`src/rtl/pong_pkg.sv`:
```
// Shared encodings for the Pong match sequencer: FSM states, winner codes
// and the match timer reload value.
package pong_pkg;

  typedef enum logic [2:0] {
    StIdle  = 3'd0,
    StServe = 3'd1,
    StPlay  = 3'd2,
    StPause = 3'd3,
    StOver  = 3'd4
  } state_e;

  typedef enum logic [1:0] {
    WinNone = 2'b00,
    WinP1   = 2'b01,
    WinP2   = 2'b10,
    WinDraw = 2'b11
  } winner_e;

  // Countdown timer reload value, 2:00 as BCD digits.
  localparam logic [3:0] TimerMinInit  = 4'd2;
  localparam logic [3:0] TimerSec1Init = 4'd0;
  localparam logic [3:0] TimerSec2Init = 4'd0;

  function automatic winner_e winner_of(input logic [3:0] s1, input logic [3:0] s2);
    if (s1 > s2) return WinP1;
    if (s2 > s1) return WinP2;
    return WinDraw;
  endfunction

endpackage

```
`src/rtl/sec_tick_gen.sv`:
```
// Seconds prescaler: counts 0..CLK_HZ-1 while enabled, holds otherwise.
// tick is registered and is high for the whole cycle in which the count sits at its last value.
module sec_tick_gen #(
  parameter int unsigned CLK_HZ = 50_000_000
) (
  input  logic clk,
  input  logic rst,
  input  logic en,
  input  logic clr,
  output logic tick
);

  localparam int unsigned CntW = (CLK_HZ > 1) ? $clog2(CLK_HZ) : 1;
  localparam logic [CntW-1:0] CntMax = CntW'(CLK_HZ - 1);

  logic [CntW-1:0] cnt_q, cnt_d;
  logic            tick_q;

  always_comb begin
    cnt_d = cnt_q;
    if (clr) begin
      cnt_d = '0;
    end else if (en) begin
      cnt_d = (cnt_q == CntMax) ? '0 : cnt_q + 1'b1;
    end
  end

  // The wrap happens on the edge that ends the tick cycle, so a consumer
  // sampling tick acts on the same edge the second boundary is crossed.
  always_ff @(posedge clk or negedge rst) begin
    if (!rst) begin
      cnt_q  <= '0;
      tick_q <= 1'b0;
    end else begin
      cnt_q  <= cnt_d;
      tick_q <= (cnt_d == CntMax);
    end
  end

  assign tick = tick_q;

endmodule

```
`src/rtl/pong_match_ctrl.sv`:
```
// Pong match sequencer: serve/play/pause/over FSM, scores, serve direction
// and the 1 Hz decrement enable for the match countdown timer.
module pong_match_ctrl
  import pong_pkg::*;
#(
  parameter int unsigned CLK_HZ    = 50_000_000,
  parameter int unsigned WIN_SCORE = 7,
  parameter int unsigned SERVE_SEC = 2
) (
  input  logic       clk,
  input  logic       rst,
  input  logic       btn_start,
  input  logic       btn_pause,
  input  logic       p1_point,
  input  logic       p2_point,
  input  logic [3:0] t_min,
  input  logic [3:0] t_sec1,
  input  logic [3:0] t_sec2,
  output logic       timer_start,
  output logic       timer_rst_n,
  output logic       ball_run,
  output logic       serve_dir,
  output logic [3:0] score1,
  output logic [3:0] score2,
  output logic [1:0] winner,
  output logic [2:0] state
);

  localparam logic [3:0] WinScore  = 4'(WIN_SCORE);
  localparam logic [3:0] ServeLast = 4'(SERVE_SEC - 1);

  state_e     state_q;
  winner_e    winner_q;
  logic [3:0] score1_q, score2_q, serve_cnt_q;
  logic       serve_dir_q, timer_rst_n_q, ball_run_q;

  logic       tick, tick_en, tick_clr;
  logic       p1_only, p2_only, point_any, time_up, win_hit;
  logic [3:0] score1_nxt, score2_nxt;

  // Simultaneous point pulses cancel each other.
  assign p1_only    = p1_point & ~p2_point;
  assign p2_only    = p2_point & ~p1_point;
  assign point_any  = p1_point | p2_point;
  assign time_up    = (t_min == 4'd0) && (t_sec1 == 4'd0) && (t_sec2 == 4'd0);
  assign score1_nxt = score1_q + {3'd0, p1_only};
  assign score2_nxt = score2_q + {3'd0, p2_only};
  assign win_hit    = (score1_nxt == WinScore) || (score2_nxt == WinScore);

  assign tick_en  = (state_q == StServe) || (state_q == StPlay);
  // Any point in PLAY leaves for SERVE or OVER, both of which restart the second.
  assign tick_clr = (state_q == StIdle) || (state_q == StOver) ||
                    ((state_q == StPlay) && point_any);

  sec_tick_gen #(
    .CLK_HZ(CLK_HZ)
  ) u_sec_tick_gen (
    .clk (clk),
    .rst (rst),
    .en  (tick_en),
    .clr (tick_clr),
    .tick(tick)
  );

  always_ff @(posedge clk or negedge rst) begin
    if (!rst) begin
      state_q       <= StIdle;
      score1_q      <= 4'd0;
      score2_q      <= 4'd0;
      winner_q      <= WinNone;
      serve_dir_q   <= 1'b0;
      serve_cnt_q   <= 4'd0;
      timer_rst_n_q <= 1'b1;
      ball_run_q    <= 1'b0;
    end else begin
      timer_rst_n_q <= 1'b1;
      case (state_q)
        StIdle, StOver: begin
          if (btn_start) begin
            state_q       <= StServe;
            score1_q      <= 4'd0;
            score2_q      <= 4'd0;
            winner_q      <= WinNone;
            serve_cnt_q   <= 4'd0;
            timer_rst_n_q <= 1'b0;
            ball_run_q    <= 1'b0;
          end
        end
        StServe: begin
          if (tick) begin
            if (serve_cnt_q == ServeLast) begin
              state_q    <= StPlay;
              ball_run_q <= 1'b1;
            end else begin
              serve_cnt_q <= serve_cnt_q + 4'd1;
            end
          end
        end
        StPlay: begin
          // Points and time-up end the rally and take precedence over pause.
          if (point_any || time_up) begin
            score1_q   <= score1_nxt;
            score2_q   <= score2_nxt;
            ball_run_q <= 1'b0;
            if (p1_only) begin
              serve_dir_q <= 1'b1;
            end else if (p2_only) begin
              serve_dir_q <= 1'b0;
            end
            if (win_hit || time_up) begin
              state_q  <= StOver;
              winner_q <= winner_of(score1_nxt, score2_nxt);
            end else begin
              state_q     <= StServe;
              serve_cnt_q <= 4'd0;
            end
          end else if (btn_pause) begin
            state_q    <= StPause;
            ball_run_q <= 1'b0;
          end
        end
        StPause: begin
          if (btn_pause) begin
            state_q    <= StPlay;
            ball_run_q <= 1'b1;
          end
        end
        default: begin
          state_q    <= StIdle;
          ball_run_q <= 1'b0;
        end
      endcase
    end
  end

  assign timer_start = tick & (state_q == StPlay);
  assign timer_rst_n = timer_rst_n_q;
  assign ball_run    = ball_run_q;
  assign serve_dir   = serve_dir_q;
  assign score1      = score1_q;
  assign score2      = score2_q;
  assign winner      = winner_q;
  assign state       = state_q;

endmodule

```
`config.mk`:
```
export PLATFORM = sky130hd
export DESIGN_NAME = pong_match_ctrl
export DESIGN_NICKNAME = d
export VERILOG_FILES = /design/src/rtl/pong_pkg.sv /design/src/rtl/sec_tick_gen.sv /design/src/rtl/pong_match_ctrl.sv
export SDC_FILE = /design/constraint.sdc
export NUM_CORES = 1
export LEC_CHECK = 0
export BUFFER_PORTS_ARGS = -buffer_cell sky130_fd_sc_hd__clkbuf_2
export CAP_MARGIN = 20
export CORE_AREA = 2 2 62 123
export CTS_CLUSTER_DIAMETER = 120
export DETAILED_ROUTE_END_ITERATION = 7
export DIE_AREA = 0 0 64 125
export PLACE_DENSITY = 0.64
export SLEW_MARGIN = 10
export SYNTH_ARGS = -nofsm -noshare
export SYNTH_HDL_FRONTEND = slang
export SYNTH_SLANG_ARGS = --single-unit
```
`constraint.sdc`:
```
create_clock -name clk -period 5.7 [get_ports clk]
set_input_delay 0.285 -clock clk [delete_from_list [all_inputs] [get_ports clk]]
set_output_delay 0.285 -clock clk [all_outputs]
set_load 0.005 [all_outputs]
```
==> impl_metrics.py <==
metrics = {
    "run_status": {
        "status": "finished clean",
    },
    "sta": {
        "drv_slew": 0,
        "finalSetupViolations": 0,
        "fin_ws_ps": 2890,
        "hold_viol": 0,
        "fin_crit_sh_pct": 49.3,
        "rsz0062_at_grt": "false",
        "tightest_slew_ps": 896,
        "hold_ws_ps": 399,
        "fmax_mhz": 356,
        "fin_skew_ps": 3.70,
        "period_needed_ps": 2810,
        "max-slew-margin-rel_pct": 39.7,
        "tns_ps": 0,
    },
    "cts": {
        "clk_latency_ps": 290,
        "clockBufferDepth": 2,
        "clk_pin_slew_ps": 60,
        "tritoncts": "yes",
        "htreeDepth": 2,
        "cts_root_buf": "clkbuf_16",
        "clock-sinks": 47,
        "cts_buffers": 5,
        "post-cts-setup-buffers": 0,
    },
    "cells_and_area": {
        "fin_util_pct": 48.1,
        "fin_nets": 400,
        "drive_gt1_share_pct": 14.9,
        "final_cell_mix": "dfrtp_1, nor2_1, nand2_1, clkbuf_2, nand3_1",
        "syn_to_final_growth_pct": 10.8,
        "num_antenna_cells": 0,
        "final_common_cell": "dfrtp_1",
        "fillers": 694,
    },
    "global_routing": {
        "grt_pass1_wl_um": 12000,
        "antenna_found_initial": 0,
        "grt-ovfl-total": 0,
        "grt_usage_pct": 18.7,
        "grt_max_degree": 37,
        "grt_pass1_vias": 2520,
    },
    "route": {
        "drcViolationCount": 0,
        "via_count": 2573,
        "drtIter0Drc": 176,
        "first_pass_iters": 4,
        "routed_wl_um": 6900,
        "vias_per_cell": 5.58,
        "routedWlPerCell_um": 15.0,
        "ant_nets": 0,
    },
    "power_and_ir_drop": {
        "p_total_mw": 0.878,
        "p_int_mw": 0.605,
        "swShare_pct": 31.1,
        "combPwrFrac_pct": 20.3,
        "leakagePower_nw": 1.43,
        "switching_power_mw": 0.273,
        "clockPowerShare_pct": 35.4,
        "power_density_mw_per_mm2": 257,
        "p_seq_share_pct": 44.3,
        "irDropWorstVdd_mv": 0.189,
    },
    "yosys": {
        "synth-edff-count": 0,
        "synth-seq-cells": 47,
        "yosys_most_used_dff": "dfrtp_1",
        "syn_inst": 341,
        "synthTopCellsByArea": "dfrtp_1, ha_1, nor2_1, nand2_1, xnor2_1",
        "yosysWarningCount": 0,
        "synth_area_mm2": 0.00308,
        "async_flop_share_pct": 100,
        "postSynthAreaPerCell_um2": 9.04,
        "synth.net_count": 373,
        "yosysSeqAreaShare_pct": 38.2,
        "synth_top_area_share_pct": 37.4,
        "synth_top_area_cell": "dfrtp_1",
        "ys_types": 58,
    },
    "placed_design": {
        "io_buffers": 34,
        "hpwlAfterDp_um": 5160,
        "gp_congestion": 0.906,
        "place_ws_ps": 2930,
    },
    "die": {
        "fp.dieArea_mm2": 0.00800,
        "initial_core_util_pct": 43.4,
        "coreArea_mm2": 0.00710,
        "die_w_um": 64,
        "die_h_um": 125,
        "pin_count": 35,
        "rows": 44,
    },
    "worst_setup_path": {
        "reg2reg_to": "u_sec_tick_gen.tick",
        "setup.worst_path.start_class": "flip-flop",
        "rrSetupSlack_ps": 2890,
        "cp-startpoint": "state[0]",
        "timing.rr.start": "state[0]",
        "rr_worst_depth": 6,
        "arrival_ps": 3010,
        "crit_type": "flip-flop to flip-flop",
        "cp_data_required_time_ps": 5900,
        "cp_max_fo": 20,
        "endpoint_kind": "flip-flop",
    },
    "worst_hold_path": {
        "hold_path.class": "input port to async pin",
    },
    "flow_run": {
        "cap_violations": 0,
    },
}
==> logic make-up after synthesis <==
logic type               share of synthesized area [%]
XOR/XNOR                                          8.28
AND/OR/NAND/NOR                                   27.5
buffers and inverters                             5.32
flip-flops                                        38.2
adder cells (fa/ha/maj)                           5.68
multiplexers                                      2.72
AO/OA/AOI/OAI                                     12.3
==> synthesized netlist by cell type (5+ instances only) <==
library cell and instances:
o21ai_0 21, nor2_1 38, clkbuf_1 9, nand2b_1 7, nand4_1 9, inv_1 9
nor3_1 7, mux2i_1 5, ha_1 14, nand3_1 22, dfrtp_1 46, xnor2_1 13
nand2_1 34, a21oi_1 13, nand4b_1 5, nor4_1 11, xor2_1 13
==> worst max-delay path by stage <==
stage                          end  slack, ps  cells after the start
6_report       u_sec_tick_gen.tick       2890                      6
5_1_grt        u_sec_tick_gen.tick       2620                      6
4_1_cts        u_sec_tick_gen.tick       2910                      6
3_5_place_dp   u_sec_tick_gen.tick       2930                      5
3_3_place_gp   u_sec_tick_gen.tick       2990                      5
2_1_floorplan  u_sec_tick_gen.tick       3410                      7
==> through the flow <==
| step | cells | cell area [um^2] |
|---|---|---|
| after global placement | 452 | 3250 |
| after CTS | 461 | 3410 |
| after detailed placement | 452 | 3250 |
| final | 461 | 3410 |
| after floorplan | 341 | 3080 |
| after global routing | 461 | 3410 |
==> power by group through the flow <==
stage	registers (mW)	logic (mW)	clock network (mW)
finish	0.389	0.178	0.311
global route	0.395	0.203	0.330
CTS	0.389	0.180	0.320
detailed placement	0.395	0.179	0
global placement	0.392	0.176	0
floorplan	0.375	0.153	0
==> layout make-up <==
cell class,instances,area (um^2),area share [%]
inverter,10,37.5,1.10
clock buffer,8,156,4.58
tap,92,115,3.37
timing repair buffer,36,188,5.50
sequential,47,1180,34.5
multi-input combinational,268,1740,51.0
==> metal layers <==
metal	GRT usage, %	wire, um	part of all wire, %
met5	0	0	0
met4	6.27	126	1.8
met3	3.33	232	3.4
met2	29.0	3260	47
met1	26.1	3280	48
==> flip-flops by register name, summed over array words and instances, names as in the netlist, 2 cells and up <==
| signal | cells |
|---|---|
| score2 | 4 |
| winner | 2 |
| serve_cnt_q | 4 |
| score1 | 4 |
| state | 3 |
| u_sec_tick_gen.cnt_q | 26 |
==> critical path, cell delays in order, from the launching register on <==
cell     delay, ps
dfrtp_1        780
xnor2_4        240
nor4_1         610
nand2_1        170
or3_1          330
a211o_1        320
nor4_2         260
==> what timing repair did <==
action / 4_1_cts / 5_1_grt
hold endpoints to repair: 10 / 0
hold buffers: 1 / 0
gates resized for setup: 0 / 0
No activity file was read; power rests on OpenSTA's default activity.
